File: src/rtl/ram_arbiter_pkg.sv
// Shared definitions for the RAM arbiter: control/status pin positions,
// arbiter state encodings and a helper that builds the request pin word.
package ram_arbiter_pkg;

   // Bit positions inside ram_ctrl_to_hw / ram_ctrl_from_hw
   localparam int unsigned RAM_READ_PIN  = 0;
   localparam int unsigned RAM_WRITE_PIN = 1;
   localparam int unsigned RAM_ACK       = 0;

   typedef enum logic [1:0] {
      ARB_IDLE,
      ARB_ISSUE,
      ARB_WAIT_ACK,
      ARB_RELEASE
   } arb_state_t;

   // One-hot request pin word: write pin for we=1, read pin otherwise
   function automatic logic [31:0] ctrl_pin(input logic we);
      logic [31:0] v;
      v = '0;
      if (we) v[RAM_WRITE_PIN] = 1'b1;
      else    v[RAM_READ_PIN]  = 1'b1;
      return v;
   endfunction

endpackage

File: src/rtl/ram_arbiter_rr_pick2.sv
// rr_pick2: two-input grant selection. With both requesting, the port not
// served last wins (round-robin) or port 1 wins when fixed is set.
module rr_pick2 (
   input  logic req0,
   input  logic req1,
   input  logic last,
   input  logic fixed,
   output logic grant
);

   // Grant index; only meaningful while req0 | req1
   always_comb begin
      grant = 1'b0;
      if (req0 && req1) grant = fixed ? 1'b1 : ~last;
      else              grant = req1;
   end

endmodule

File: src/rtl/ram_arbiter.sv
// ram_arbiter: shares the RAM four-phase handshake between port 0 (CPU/mobo
// sequencer) and port 1 (VGA fetch); every output is registered.
// Optional watchdog: define RAM_ARB_TIMEOUT_EN to abort a transaction after
// TIMEOUT_CYC busy cycles and raise the sticky err flag.
module ram_arbiter
   import ram_arbiter_pkg::*;
#(
   parameter int ADDR_W      = 32,
   parameter int DATA_W      = 32,
   parameter int FIXED_PRIO  = 0,
   parameter int TIMEOUT_CYC = 1024
) (
   input  logic              clk,
   input  logic              rst,
   input  logic              req0,
   input  logic              we0,
   input  logic [ADDR_W-1:0] addr0,
   input  logic [DATA_W-1:0] wdata0,
   output logic              done0,
   output logic [DATA_W-1:0] rdata0,
   input  logic              req1,
   input  logic              we1,
   input  logic [ADDR_W-1:0] addr1,
   input  logic [DATA_W-1:0] wdata1,
   output logic              done1,
   output logic [DATA_W-1:0] rdata1,
   output logic [31:0]       ram_ctrl_to_hw,
   input  logic [31:0]       ram_ctrl_from_hw,
   output logic [ADDR_W-1:0] addr,
   output logic [DATA_W-1:0] data_to_hw,
   input  logic [DATA_W-1:0] data_from_hw,
   output logic              busy,
   output logic              err
);

   arb_state_t        state_q, state_d;
   logic              we_q, we_d;
   logic              win_q, win_d;
   logic              ptr_q, ptr_d;      // port preferred on the next tie
   logic [DATA_W-1:0] rdcap_q, rdcap_d;
   logic [31:0]       ctrl_d;
   logic [ADDR_W-1:0] addr_d;
   logic [DATA_W-1:0] wdat_d;
   logic              done0_d, done1_d;
   logic [DATA_W-1:0] rdata0_d, rdata1_d;
   logic              busy_d;
   logic              grant;
   logic              ack;
   logic              unused_ctrl;

   assign ack         = ram_ctrl_from_hw[RAM_ACK];
   assign unused_ctrl = ^ram_ctrl_from_hw;

   rr_pick2 u_pick (
      .req0  (req0),
      .req1  (req1),
      .last  (~ptr_q),
      .fixed (FIXED_PRIO != 0),
      .grant (grant)
   );

`ifdef RAM_ARB_TIMEOUT_EN
   localparam int CNT_W = (TIMEOUT_CYC > 1) ? $clog2(TIMEOUT_CYC) : 1;
   logic [CNT_W-1:0] cnt_q, cnt_d;
   logic             err_d;
`else
   logic unused_timeout;
   assign unused_timeout = (TIMEOUT_CYC == 0);
   assign err            = 1'b0;
`endif

   // Next-state and next-output logic for the handshake FSM
   always_comb begin
      state_d  = state_q;
      we_d     = we_q;
      win_d    = win_q;
      ptr_d    = ptr_q;
      rdcap_d  = rdcap_q;
      ctrl_d   = ram_ctrl_to_hw;
      addr_d   = addr;
      wdat_d   = data_to_hw;
      done0_d  = 1'b0;
      done1_d  = 1'b0;
      rdata0_d = rdata0;
      rdata1_d = rdata1;
      case (state_q)
         ARB_IDLE: begin
            if (req0 || req1) begin
               win_d   = grant;
               we_d    = grant ? we1    : we0;
               addr_d  = grant ? addr1  : addr0;
               wdat_d  = grant ? wdata1 : wdata0;
               state_d = ARB_ISSUE;
            end
         end
         ARB_ISSUE: begin
            if (!ack) begin
               ctrl_d  = ctrl_pin(we_q);
               state_d = ARB_WAIT_ACK;
            end
         end
         ARB_WAIT_ACK: begin
            if (ack) begin
               if (!we_q) rdcap_d = data_from_hw;
               ctrl_d  = '0;
               state_d = ARB_RELEASE;
            end
         end
         ARB_RELEASE: begin
            if (!ack) begin
               if (win_q) begin
                  done1_d = 1'b1;
                  if (!we_q) rdata1_d = rdcap_q;
               end else begin
                  done0_d = 1'b1;
                  if (!we_q) rdata0_d = rdcap_q;
               end
               ptr_d   = ~win_q;
               state_d = ARB_IDLE;
            end
         end
         default: state_d = ARB_IDLE;
      endcase
`ifdef RAM_ARB_TIMEOUT_EN
      err_d = err;
      cnt_d = (state_q == ARB_IDLE) ? '0 : cnt_q + 1'b1;
      // A normal completion in the same cycle takes precedence over the abort
      if (state_q != ARB_IDLE && state_d != ARB_IDLE &&
          cnt_q == CNT_W'(TIMEOUT_CYC - 1)) begin
         ctrl_d = '0;
         err_d  = 1'b1;
         if (win_q) begin
            done1_d  = 1'b1;
            rdata1_d = '0;
         end else begin
            done0_d  = 1'b1;
            rdata0_d = '0;
         end
         ptr_d   = ~win_q;
         state_d = ARB_IDLE;
      end
`endif
      busy_d = (state_d != ARB_IDLE);
   end

   // State and registered outputs; async reset drops the pins at once
   always_ff @(posedge clk or negedge rst) begin
      if (!rst) begin
         state_q        <= ARB_IDLE;
         we_q           <= 1'b0;
         win_q          <= 1'b0;
         ptr_q          <= 1'b0;
         rdcap_q        <= '0;
         ram_ctrl_to_hw <= '0;
         addr           <= '0;
         data_to_hw     <= '0;
         done0          <= 1'b0;
         done1          <= 1'b0;
         rdata0         <= '0;
         rdata1         <= '0;
         busy           <= 1'b0;
      end else begin
         state_q        <= state_d;
         we_q           <= we_d;
         win_q          <= win_d;
         ptr_q          <= ptr_d;
         rdcap_q        <= rdcap_d;
         ram_ctrl_to_hw <= ctrl_d;
         addr           <= addr_d;
         data_to_hw     <= wdat_d;
         done0          <= done0_d;
         done1          <= done1_d;
         rdata0         <= rdata0_d;
         rdata1         <= rdata1_d;
         busy           <= busy_d;
      end
   end

`ifdef RAM_ARB_TIMEOUT_EN
   // Watchdog counter and sticky error flag
   always_ff @(posedge clk or negedge rst) begin
      if (!rst) begin
         cnt_q <= '0;
         err   <= 1'b0;
      end else begin
         cnt_q <= cnt_d;
         err   <= err_d;
      end
   end
`endif

endmodule

File: config.mk
export PLATFORM = sky130hd
export DESIGN_NAME = ram_arbiter
export DESIGN_NICKNAME = d
export VERILOG_FILES = /design/src/rtl/ram_arbiter_pkg.sv /design/src/rtl/ram_arbiter_rr_pick2.sv /design/src/rtl/ram_arbiter.sv
export SDC_FILE = /design/constraint.sdc
export NUM_CORES = 1
export LEC_CHECK = 0
export CAP_MARGIN = 0
export CORE_MARGIN = 3
export CORE_UTILIZATION = 37
export CTS_CLUSTER_DIAMETER = 200
export DETAILED_ROUTE_END_ITERATION = 10
export PLACE_DENSITY = 0.81
export SLEW_MARGIN = 20
export SYNTH_ARGS = -nofsm -noshare
export SYNTH_HDL_FRONTEND = slang
export SYNTH_SLANG_ARGS = --single-unit
File: constraint.sdc
create_clock -name clk -period 1.7 [get_ports clk]
set_clock_uncertainty 0.2 [all_clocks]
set_input_delay 0.34 -clock clk [delete_from_list [all_inputs] [get_ports clk]]
set_output_delay 0.34 -clock clk [all_outputs]
set_load 0.02 [all_outputs]
==> results of run 1 <==
## cells in the final DEF, fill, tap and decap left out, types with 3 or more instances in the layout
master / Yosys / routed
sky130_fd_sc_hd__a21oi_1: 68 / 68
sky130_fd_sc_hd__a31oi_1: 65 / 63
sky130_fd_sc_hd__buf_12: 0 / 15
sky130_fd_sc_hd__buf_2: 16 / 3
sky130_fd_sc_hd__buf_4: 37 / 20
sky130_fd_sc_hd__buf_6: 0 / 5
sky130_fd_sc_hd__clkbuf_16: 0 / 19
sky130_fd_sc_hd__clkbuf_2: 0 / 21
sky130_fd_sc_hd__clkdlybuf4s15_1: 0 / 79
sky130_fd_sc_hd__clkdlybuf4s15_2: 0 / 6
sky130_fd_sc_hd__clkdlybuf4s50_1: 0 / 163
sky130_fd_sc_hd__conb_1: 1 / 31
sky130_fd_sc_hd__dfrtp_1: 170 / 169
sky130_fd_sc_hd__dlygate4sd2_1: 0 / 25
sky130_fd_sc_hd__inv_6: 0 / 5
sky130_fd_sc_hd__mux2_1: 4 / 4
sky130_fd_sc_hd__mux2_2: 92 / 91
sky130_fd_sc_hd__nand2_1: 5 / 5
sky130_fd_sc_hd__nand3_1: 65 / 65
sky130_fd_sc_hd__nor2_1: 5 / 4
sky130_fd_sc_hd__o21ai_0: 66 / 66
## cell type report
cell class                      instances  area, µm²  area share, %
Sequential cell                       170       4255          37.12
Timing Repair Buffer                  341       3423          29.87
Multi-Input combinational cell        418       2823          24.63
Clock buffer                           18      439.2          3.831
Tap cell                              265      331.6          2.893
Clock inverter                         14      180.2          1.572
Inverter                                2      7.507        0.06550
Antenna cell                            1      2.502        0.02183
## layer usage
layer	track usage, %	up-vias	wire (µm)
li1	-	2914	-
met1	26.13	3137	9457
met2	35.35	334	12010
met3	6.254	36	2138
met4	7.735	0	567
met5	0	-	0
## worst max-delay path by stage
stage,from,end,slack (ps),cells past startpoint
floorplan,we_q,rdata0[0],30,3
global placement,ram_ctrl_from_hw[0],rdcap_q[26],-450,5
detailed placement,ram_ctrl_from_hw[0],rdata0[5],-500,4
CTS,we_q,rdata0[21],-30,4
global route,state_q[1],rdata0[30],-40,5
finish,we_q,rdata0[2],-20,4
## flip-flops by register name, summed over array words and instances, names as in the netlist
register and count:
addr 32, data_to_hw 32, rdata0 32, rdata1 32, rdcap_q 32, ram_ctrl_to_hw 2
state_q 2, busy 1, done0 1, done1 1, ptr_q 1, we_q 1
win_q 1
## power groups by stage
stage / combinational (mW) / clock [mW] / sequential (mW)
6_report: 9.23 / 4.03 / 7.37
5_1_grt: 9.85 / 4.28 / 7.64
4_1_cts: 9.02 / 4.13 / 7.34
3_5_place_dp: 9.90 / 0 / 7.41
3_3_place_gp: 9.70 / 0 / 7.32
2_1_floorplan: 3.17 / 0 / 9.05
## cell families (layout without fill, tap and decap cells)
group | Yosys count | count (layout)
AO/OA/AOI/OAI | 201 | 201
XOR/XNOR | 1 | 1
buffers and inverters | 92 | 375
flip-flops | 170 | 170
multiplexers | 96 | 96
other | 1 | 32
AND/OR/NAND/NOR | 89 | 89
## metrics by stage
| step | power, mW | instances | hold WS (ps) | utilization (%) | TNS (ps) |
|---|---|---|---|---|---|
| global route | 21.78 | 1229 | 194.1 | 58.51 | -1691 |
| finish | 20.63 | 1229 | 187.4 | 58.51 | -86.05 |
| global placement | 17.02 | 1190 | 24.80 | 55.25 | -61130 |
| detailed placement | 17.31 | 1190 | 20.80 | 55.25 | -67850 |
| floorplan | 12.22 | 680 | -155.6 | - | 0 |
| CTS | 20.49 | 1225 | 154.2 | 58.15 | -364.2 |
## timing repair
action | in CTS | in global routing
cloned | 1 | 3
hold endpoints to repair | 170 | 0
endpoints found under the setup margin | 196 | 197
buffers inserted | 1 | 0
gates resized for setup | 188 | 98
hold buffers | 1 | 0
pin swaps | 0 | 2
==> results.txt, run 1 <==
----------------------------------------------------
[Status]
  Run status ... complete, but fails checks
  Failing checks ... negative setup slack

[Setup path]
  Critical path arrival ... 1820 ps
  Worst Path Required ... 1800 ps
  Startpoint of the worst register-to-register path ... we_q
  Setup crit end kind ... register
  Startpoint types ... register
  Flop-to-flop setup slack ... -20 ps
  Delay of the slowest cell on the worst path ... 440 ps
  Type of the worst setup path ... register to register
  Category of cells accounting for the largest share of critical-path delay ... flip-flops
  FF-to-FF path depth ... 4
  Endpoint of the worst register-to-register path ... rdata0[2]
  Buffers and inverters on the worst path ... 2
  Biggest fanout along the worst timing path ... 16
  Series of cell instances along the critical path ... nor4_4 -> buf_6 -> buf_12 -> mux2_2
  Crit-path slowest cell ... sky130_fd_sc_hd__dfrtp_2

[Synth]
  Synth area leaders ... sky130_fd_sc_hd__dfrtp_1, sky130_fd_sc_hd__mux2_2, sky130_fd_sc_hd__a31oi_1, sky130_fd_sc_hd__a21oi_1, sky130_fd_sc_hd__o21ai_0
  Proportion of synthesized flip-flops having asynchronous set or reset ... 100.0%
  Cell area after synthesis ... 0.007425 mm²
  Share of synthesized cell area in full adder, half adder and majority cells ... 0%
  Top cell type's share of synthesized area ... 57.30%
  Count of flip-flops with a built-in enable after synthesis ... 0
  Mapped Avg Cell Area ... 11.42 µm²
  Parity-gate share of the synthesized area counting xor and xnor cells ... 0.1180%
  Number of distinct standard cells referenced by the synthesized netlist ... 30
  Largest area contributor in the netlist ... sky130_fd_sc_hd__dfrtp_1
  Proportion of synthesized chip area in sequential cells ... 57.30%
  Compound-gate portion of the synthesized area ... 14.76%
  Leading cell type by number of instances after synthesis ... sky130_fd_sc_hd__dfrtp_1
  Simple-gate share of the synthesized area ... 6.421%
  Commonest cells in the synthesized netlist ... sky130_fd_sc_hd__dfrtp_1, sky130_fd_sc_hd__mux2_2, sky130_fd_sc_hd__a21oi_1
  Largest family of logic cells by synthesized area ... compound AO/OA/AOI/OAI gates
  Synth Instances ... 650
  Register bit total from synthesis ... 170
  Top flip-flop cell by instance count after synthesis ... sky130_fd_sc_hd__dfrtp_1
  Mux contribution to synthesized area ... 14.56%
  Warning count from the yosys run ... 0

[Global routing]
  Vias in the first global route ... 6,512
  First-pass GRT wire length ... 36,600 µm
  Maximum number of pins on one net before global-route repair ... 50
  Total routing usage reported by global routing ... 21.16%
  Antenna violations before repair ... 1
  Total congestion overflow after global routing ... 0

[Place]
  Routability congestion estimate from global placement ... 0.8323
  Worst-case setup slack after placement ... -497.1 ps
  Post-DP HPWL ... 16,500 µm
  Count of input and output buffers ... 299
  Placed instance area ... 0.01082 mm²

[Clock tree]
  CTS tree ... done
  CTS H-tree lvls ... 4
  Clock transition at the registers of the reported paths ... 70 ps
  Clock latency reported for the late side of the worst-skew pair ... 420 ps
  Buffer type at the clock tree root ... sky130_fd_sc_hd__clkbuf_16
  TritonCTS buffer count ... 17
  TritonCTS Sinks ... 170
  Max clock buf depth ... 2

[Floorplan]
  Initial Utilization ... 37.90%
  Die width ... 147.7 µm
  DIE AREA ... 0.02180 mm²
  Std-Cell Core Area ... 0.01959 mm²
  Die boundary height ... 147.7 µm
  Top Ports ... 362
  Std cell rows ... 51

[Pwr]
  Fraction of power spent switching nets ... 39.18%
  Combinational share of power ... 44.7%
  Cell area power density ... 1800 mW/mm²
  Share of total power in the clock network ... 19.5%
  Internal power ... 12.55 mW
  Leak Pwr ... 4.871 nW
  Sequential power share ... 35.7%
  Switch Pwr ... 8.083 mW
  Worst supply voltage drop on vdd ... 0.0007975 V

[Routing]
  Violation count after the first detailed-route iteration ... 251
  Detailed-route DRC error count ... 0
  Drt wl/cell ... 19.67 µm
  Average vias per placed instance ... 5.225
  Drt pass-1 iters ... 5
  Final WL ... 24,170 µm
  Detail Route Antenna Nets ... 0
  Via total after detailed routing ... 6,421

[Timing]
  Final worst path period share ... 100.9%
  Highest clock frequency the design can meet ... 583.0 MHz
  Post-route setup slack ... -15.40 ps
  Number of failing hold endpoints at the final stage ... 0
  Final critical delay including setup and external delays ... 1715 ps
  Number of endpoints failing setup at the final stage ... 14
  Unrepaired setup endpoints after global routing ... true
  Final number of max-transition violations ... 0

[Final layout]
  Final nets ... 1,148
  Share of layout cells above drive strength 1 ... 21.81%
  Design area ... 0.01146 mm²
  Area Growth Syn to Fin ... 54.38%
  Number of filler instances in the final layout ... 1,654

[Run]
  Max Cap Viol ... 0

[Hold path]
  Kind of path behind the tightest hold check ... primary input to async pin

----------------------------------------------------
No activity file was read; power rests on OpenSTA's default activity.
==> run 2, diff against run 1 <==
- ABC_AREA: default -> 1
- CORE_UTILIZATION: 37 -> 38
==> run 2 against run 1 <==
  * The run now ends clean
  * Sequential cell count is the same
  * Cell count grew 30%
  * Via count grew 14%
  * Register-to-register slack gained 190 ps
  * Area after synthesis grew 11%
  * Critical path depth shrank 3
  * Setup slack gained 54 ps
  * Global-route usage shrank 1.5 points
  * Maximum frequency grew 3.2%
  * Sequential power shrank 6.1%
  * Non-clock buffer count shrank 6
  * Largest cell class unchanged
==> results.txt, run 2 <==
----------------------------------------------------
[Status]
  Run status ... finished, final reports clean (was complete, but fails checks)

[Pwr]
  Leak Pwr ... 6.350 nW (was 4.871 nW)
  Worst supply voltage drop on vdd ... 0.0007472 V (was 0.0007975 V)
  Cell area power density ... 1646 mW/mm² (was 1800 mW/mm²)
  Power Total ... 19.58 mW (was 20.63 mW)

[Place]
  Post-DP HPWL ... 17,220 µm (was 16,500 µm)
  Routability congestion estimate from global placement ... 0.8449 (was 0.8323)
  Count of input and output buffers ... 299 (unchanged)
  Cell Count Post-Placement ... 1,563 (was 1,190)

[Timing]
  Unrepaired setup endpoints after global routing ... false (was true)
  Highest clock frequency the design can meet ... 601.9 MHz (was 583.0 MHz)
  Number of endpoints failing setup at the final stage ... 0 (was 14)
  Number of failing hold endpoints at the final stage ... 0 (unchanged)
  Final critical delay including setup and external delays ... 1661 ps (was 1715 ps)
  Final number of max-transition violations ... 0 (unchanged)
  Final worst path period share ... 97.73% (was 100.9%)
  Post-Route Setup TNS ... 0 ps (was -86.05 ps)

[Routing]
  Drt wl/cell ... 14.59 µm (was 19.67 µm)
  Drt pass-1 iters ... 5 (unchanged)
  Detailed-route DRC error count ... 0 (unchanged)
  Final WL ... 23,310 µm (was 24,170 µm)
  Average vias per placed instance ... 4.596 (was 5.225)
  Violation count after the first detailed-route iteration ... 392 (was 251)
  Detail Route Antenna Nets ... 0 (unchanged)
  Via total after detailed routing ... 7,344 (was 6,421)

[Setup path]
  Flop-to-flop setup slack ... 170 ps (was -20 ps)
  Biggest fanout along the worst timing path ... 2 (was 16)
  Critical path capture point ... rdata0[29] (was rdata0[2])
  Critical Path Start ... rdata0[29] (was we_q)
  Startpoint of the worst register-to-register path ... state_q[0] (was we_q)
  Startpoint types ... register (unchanged)
  Crit-path slowest cell ... sky130_fd_sc_hd__dfrtp_1 (was sky130_fd_sc_hd__dfrtp_2)
  Category of cells accounting for the largest share of critical-path delay ... flip-flops (unchanged)
  Type of the worst setup path ... register to output pin (was register to register)
  Delay of the slowest cell on the worst path ... 380 ps (was 440 ps)
  Instance count on the critical path ... 1 (was 4)
  Endpoint of the worst register-to-register path ... addr[24] (was rdata0[2])
  Series of cell instances along the critical path ... clkdlybuf4s15_1 (was nor4_4 -> buf_6 -> buf_12 -> mux2_2)
  Critical path arrival ... 1120 ps (was 1820 ps)
  Buffers and inverters on the worst path ... 1 (was 2)
  FF-to-FF path depth ... 6 (was 4)
  Worst Path Required ... 1160 ps (was 1800 ps)
  Setup crit end kind ... output pin (was register)

[Synth]
  Leading cell type by number of instances after synthesis ... sky130_fd_sc_hd__nand2_1 (was sky130_fd_sc_hd__dfrtp_1)
  Cell area after synthesis ... 0.008214 mm² (was 0.007425 mm²)
  Top flip-flop cell by instance count after synthesis ... sky130_fd_sc_hd__dfrtp_1 (unchanged)
  Mux contribution to synthesized area ... 0% (was 14.56%)
  Synth Instances ... 1,011 (was 650)
  Share of synthesized cell area in full adder, half adder and majority cells ... 0% (unchanged)
  Count of flip-flops with a built-in enable after synthesis ... 0 (unchanged)
  Warning count from the yosys run ... 0 (unchanged)
  Simple-gate share of the synthesized area ... 26.64% (was 6.421%)
  Largest area contributor in the netlist ... sky130_fd_sc_hd__dfrtp_1 (unchanged)
  Top cell type's share of synthesized area ... 51.79% (was 57.30%)
  Compound-gate portion of the synthesized area ... 5.910% (was 14.76%)
  Synth area leaders ... sky130_fd_sc_hd__dfrtp_1, sky130_fd_sc_hd__nand2_1, sky130_fd_sc_hd__nand3_1, sky130_fd_sc_hd__inv_1, sky130_fd_sc_hd__o21ai_2 (was sky130_fd_sc_hd__dfrtp_1, sky130_fd_sc_hd__mux2_2, sky130_fd_sc_hd__a31oi_1, sky130_fd_sc_hd__a21oi_1, sky130_fd_sc_hd__o21ai_0)
  Commonest cells in the synthesized netlist ... sky130_fd_sc_hd__nand2_1, sky130_fd_sc_hd__dfrtp_1, sky130_fd_sc_hd__inv_1 (was sky130_fd_sc_hd__dfrtp_1, sky130_fd_sc_hd__mux2_2, sky130_fd_sc_hd__a21oi_1)
  Proportion of synthesized chip area in sequential cells ... 51.79% (was 57.30%)
  Register bit total from synthesis ... 170 (unchanged)
  Mapped Avg Cell Area ... 8.125 µm² (was 11.42 µm²)
  Largest family of logic cells by synthesized area ... simple AND/OR/NAND/NOR gates (was compound AO/OA/AOI/OAI gates)
  Parity-gate share of the synthesized area counting xor and xnor cells ... 0% (was 0.1180%)
  Number of distinct standard cells referenced by the synthesized netlist ... 21 (was 30)
  Proportion of synthesized flip-flops having asynchronous set or reset ... 100.0% (unchanged)

[Floorplan]
  Top Ports ... 362 (unchanged)
  Die width ... 153.0 µm (was 147.7 µm)
  Initial Utilization ... 38.83% (was 37.90%)
  Die boundary height ... 153.0 µm (was 147.7 µm)
  Std cell rows ... 53 (was 51)
  Std-Cell Core Area ... 0.02115 mm² (was 0.01959 mm²)
  DIE AREA ... 0.02342 mm² (was 0.02180 mm²)

[Clock tree]
  Post-CTS setup buffer count ... 0 (was 1)
  Max clock buf depth ... 2 (unchanged)
  Clock transition at the registers of the reported paths ... 70 ps (about the same)
  CTS H-tree lvls ... 4 (unchanged)
  Clock latency reported for the late side of the worst-skew pair ... 410 ps (was 420 ps)
  TritonCTS buffer count ... 17 (unchanged)
  CTS tree ... done (unchanged)
  Buffer type at the clock tree root ... sky130_fd_sc_hd__clkbuf_16 (unchanged)
  TritonCTS Sinks ... 170 (unchanged)

[Final layout]
  Top library cells by usage in the layout, fill and taps aside ... sky130_fd_sc_hd__nand2_1, sky130_fd_sc_hd__dfrtp_1, sky130_fd_sc_hd__inv_1, sky130_fd_sc_hd__nand3_1, sky130_fd_sc_hd__clkdlybuf4s50_1 (was sky130_fd_sc_hd__dfrtp_1, sky130_fd_sc_hd__clkdlybuf4s50_1, sky130_fd_sc_hd__mux2_2, sky130_fd_sc_hd__clkdlybuf4s15_1, sky130_fd_sc_hd__a21oi_1)
  Most common cell after layout, fill and taps aside ... sky130_fd_sc_hd__nand2_1 (was sky130_fd_sc_hd__dfrtp_1)
  Final core utilization ... 56.23% (was 58.51%)
  Area Growth Syn to Fin ... 44.81% (was 54.38%)
  Final nets ... 1,506 (was 1,148)
  Number of filler instances in the final layout ... 1,944 (was 1,654)
  Post-route insts no fill ... 1,598 (was 1,229)
  Share of layout cells above drive strength 1 ... 12.49% (was 21.81%)

[Global routing]
  Antenna violations before repair ... 2 (was 1)
  Total routing usage reported by global routing ... 19.68% (was 21.16%)
  Maximum number of pins on one net before global-route repair ... 43 (was 50)
  First-pass GRT wire length ... 37,470 µm (was 36,600 µm)
  Total congestion overflow after global routing ... 0 (unchanged)
  Vias in the first global route ... 7,220 (was 6,512)

[Run]
  Max Cap Viol ... 0 (unchanged)

[Hold path]
  Kind of path behind the tightest hold check ... primary input to async pin (unchanged)

----------------------------------------------------
-- run 2: cell type report --
| cell class | count | area [µm²] | share of cell area, % |
|---|---|---|---|
| diodes | 2 | 5.005 | 0.04207 |
| clock buffers | 17 | 425.4 | 3.576 |
| clock inverters | 15 | 148.9 | 1.252 |
| inverters | 170 | 638.1 | 5.364 |
| multi-input cells | 614 | 2795 | 23.50 |
| flip-flops and latches | 170 | 4254 | 35.76 |
| well taps | 275 | 344.1 | 2.893 |
| repair buffers | 335 | 3284 | 27.61 |
-- run 2: per-layer routing --
layer  up-vias  global-route usage [%]  share of wire, %  routed length, µm
met5         -                       0                 0                  0
met4         0                   6.661               2.3                531
met3        28                   6.795               8.7               2031
met2       291                   32.17                49              11310
met1      3401                   24.47                40               9440
li1       3624                       -                 -                  -
-- run 2: worst min-delay path by stage --
stage	from	to
global placement	rst	rdata1[6]
floorplan	rst	addr[0]
CTS	rst	addr[29]
detailed placement	rst	rdata0[6]
finish	rst	rdata0[4]
global route	rst	addr[29]
-- run 2: report_power, final --
group	internal [mW]	total, mW	switching, mW	leakage [nW]
clock	1.95	3.76	1.81	0.269
sequential	5.86	6.92	1.06	2.15
combinational	3.46	8.90	5.45	3.93
total	11.3	19.6	8.31	6.35
-- run 2: through the flow --
step / cell area, µm² / hold WS, ps / worst slack, ps
final: 11900 / 202.7 / 38.58
after global routing: 11900 / 230.1 / 0.2374
after CTS: 12000 / 205.2 / 0.2233
after detailed placement: 11500 / 88.95 / -207.6
after global placement: 11500 / 86.67 / -157.9
after floorplan: 8327 / -155.6 / 337.8
-- run 2: worst reg2reg max path: cells and delay by family, from the launching register on --
| kind | cells | cell delay [ps] |
|---|---|---|
| and+or+nand+nor | 4 | 460 |
| DFF | 1 | 450 |
| buffers and inverters | 2 | 370 |
-- run 2: logic make-up (layout without fill, tap and decap cells) --
group / after synthesis / count (layout)
buffers and inverters: 257 / 537
other: 1 / 33
and+or+nand+nor: 516 / 516
AOI/OAI and AO/OA: 67 / 67
DFF: 170 / 170
-- run 2: what timing repair did --
item | CTS | global route
hold buffers | 1 | 0
setup endpoints to repair | 133 | 82
resized for setup | 202 | 87
endpoints found under the hold margin | 85 | 0
==> run 3, diff against run 2 <==
- CTS_CLUSTER_SIZE: default -> 14
==> results of run 3 <==
No change in the layout: final DEF, timing and power equal those of run 2.
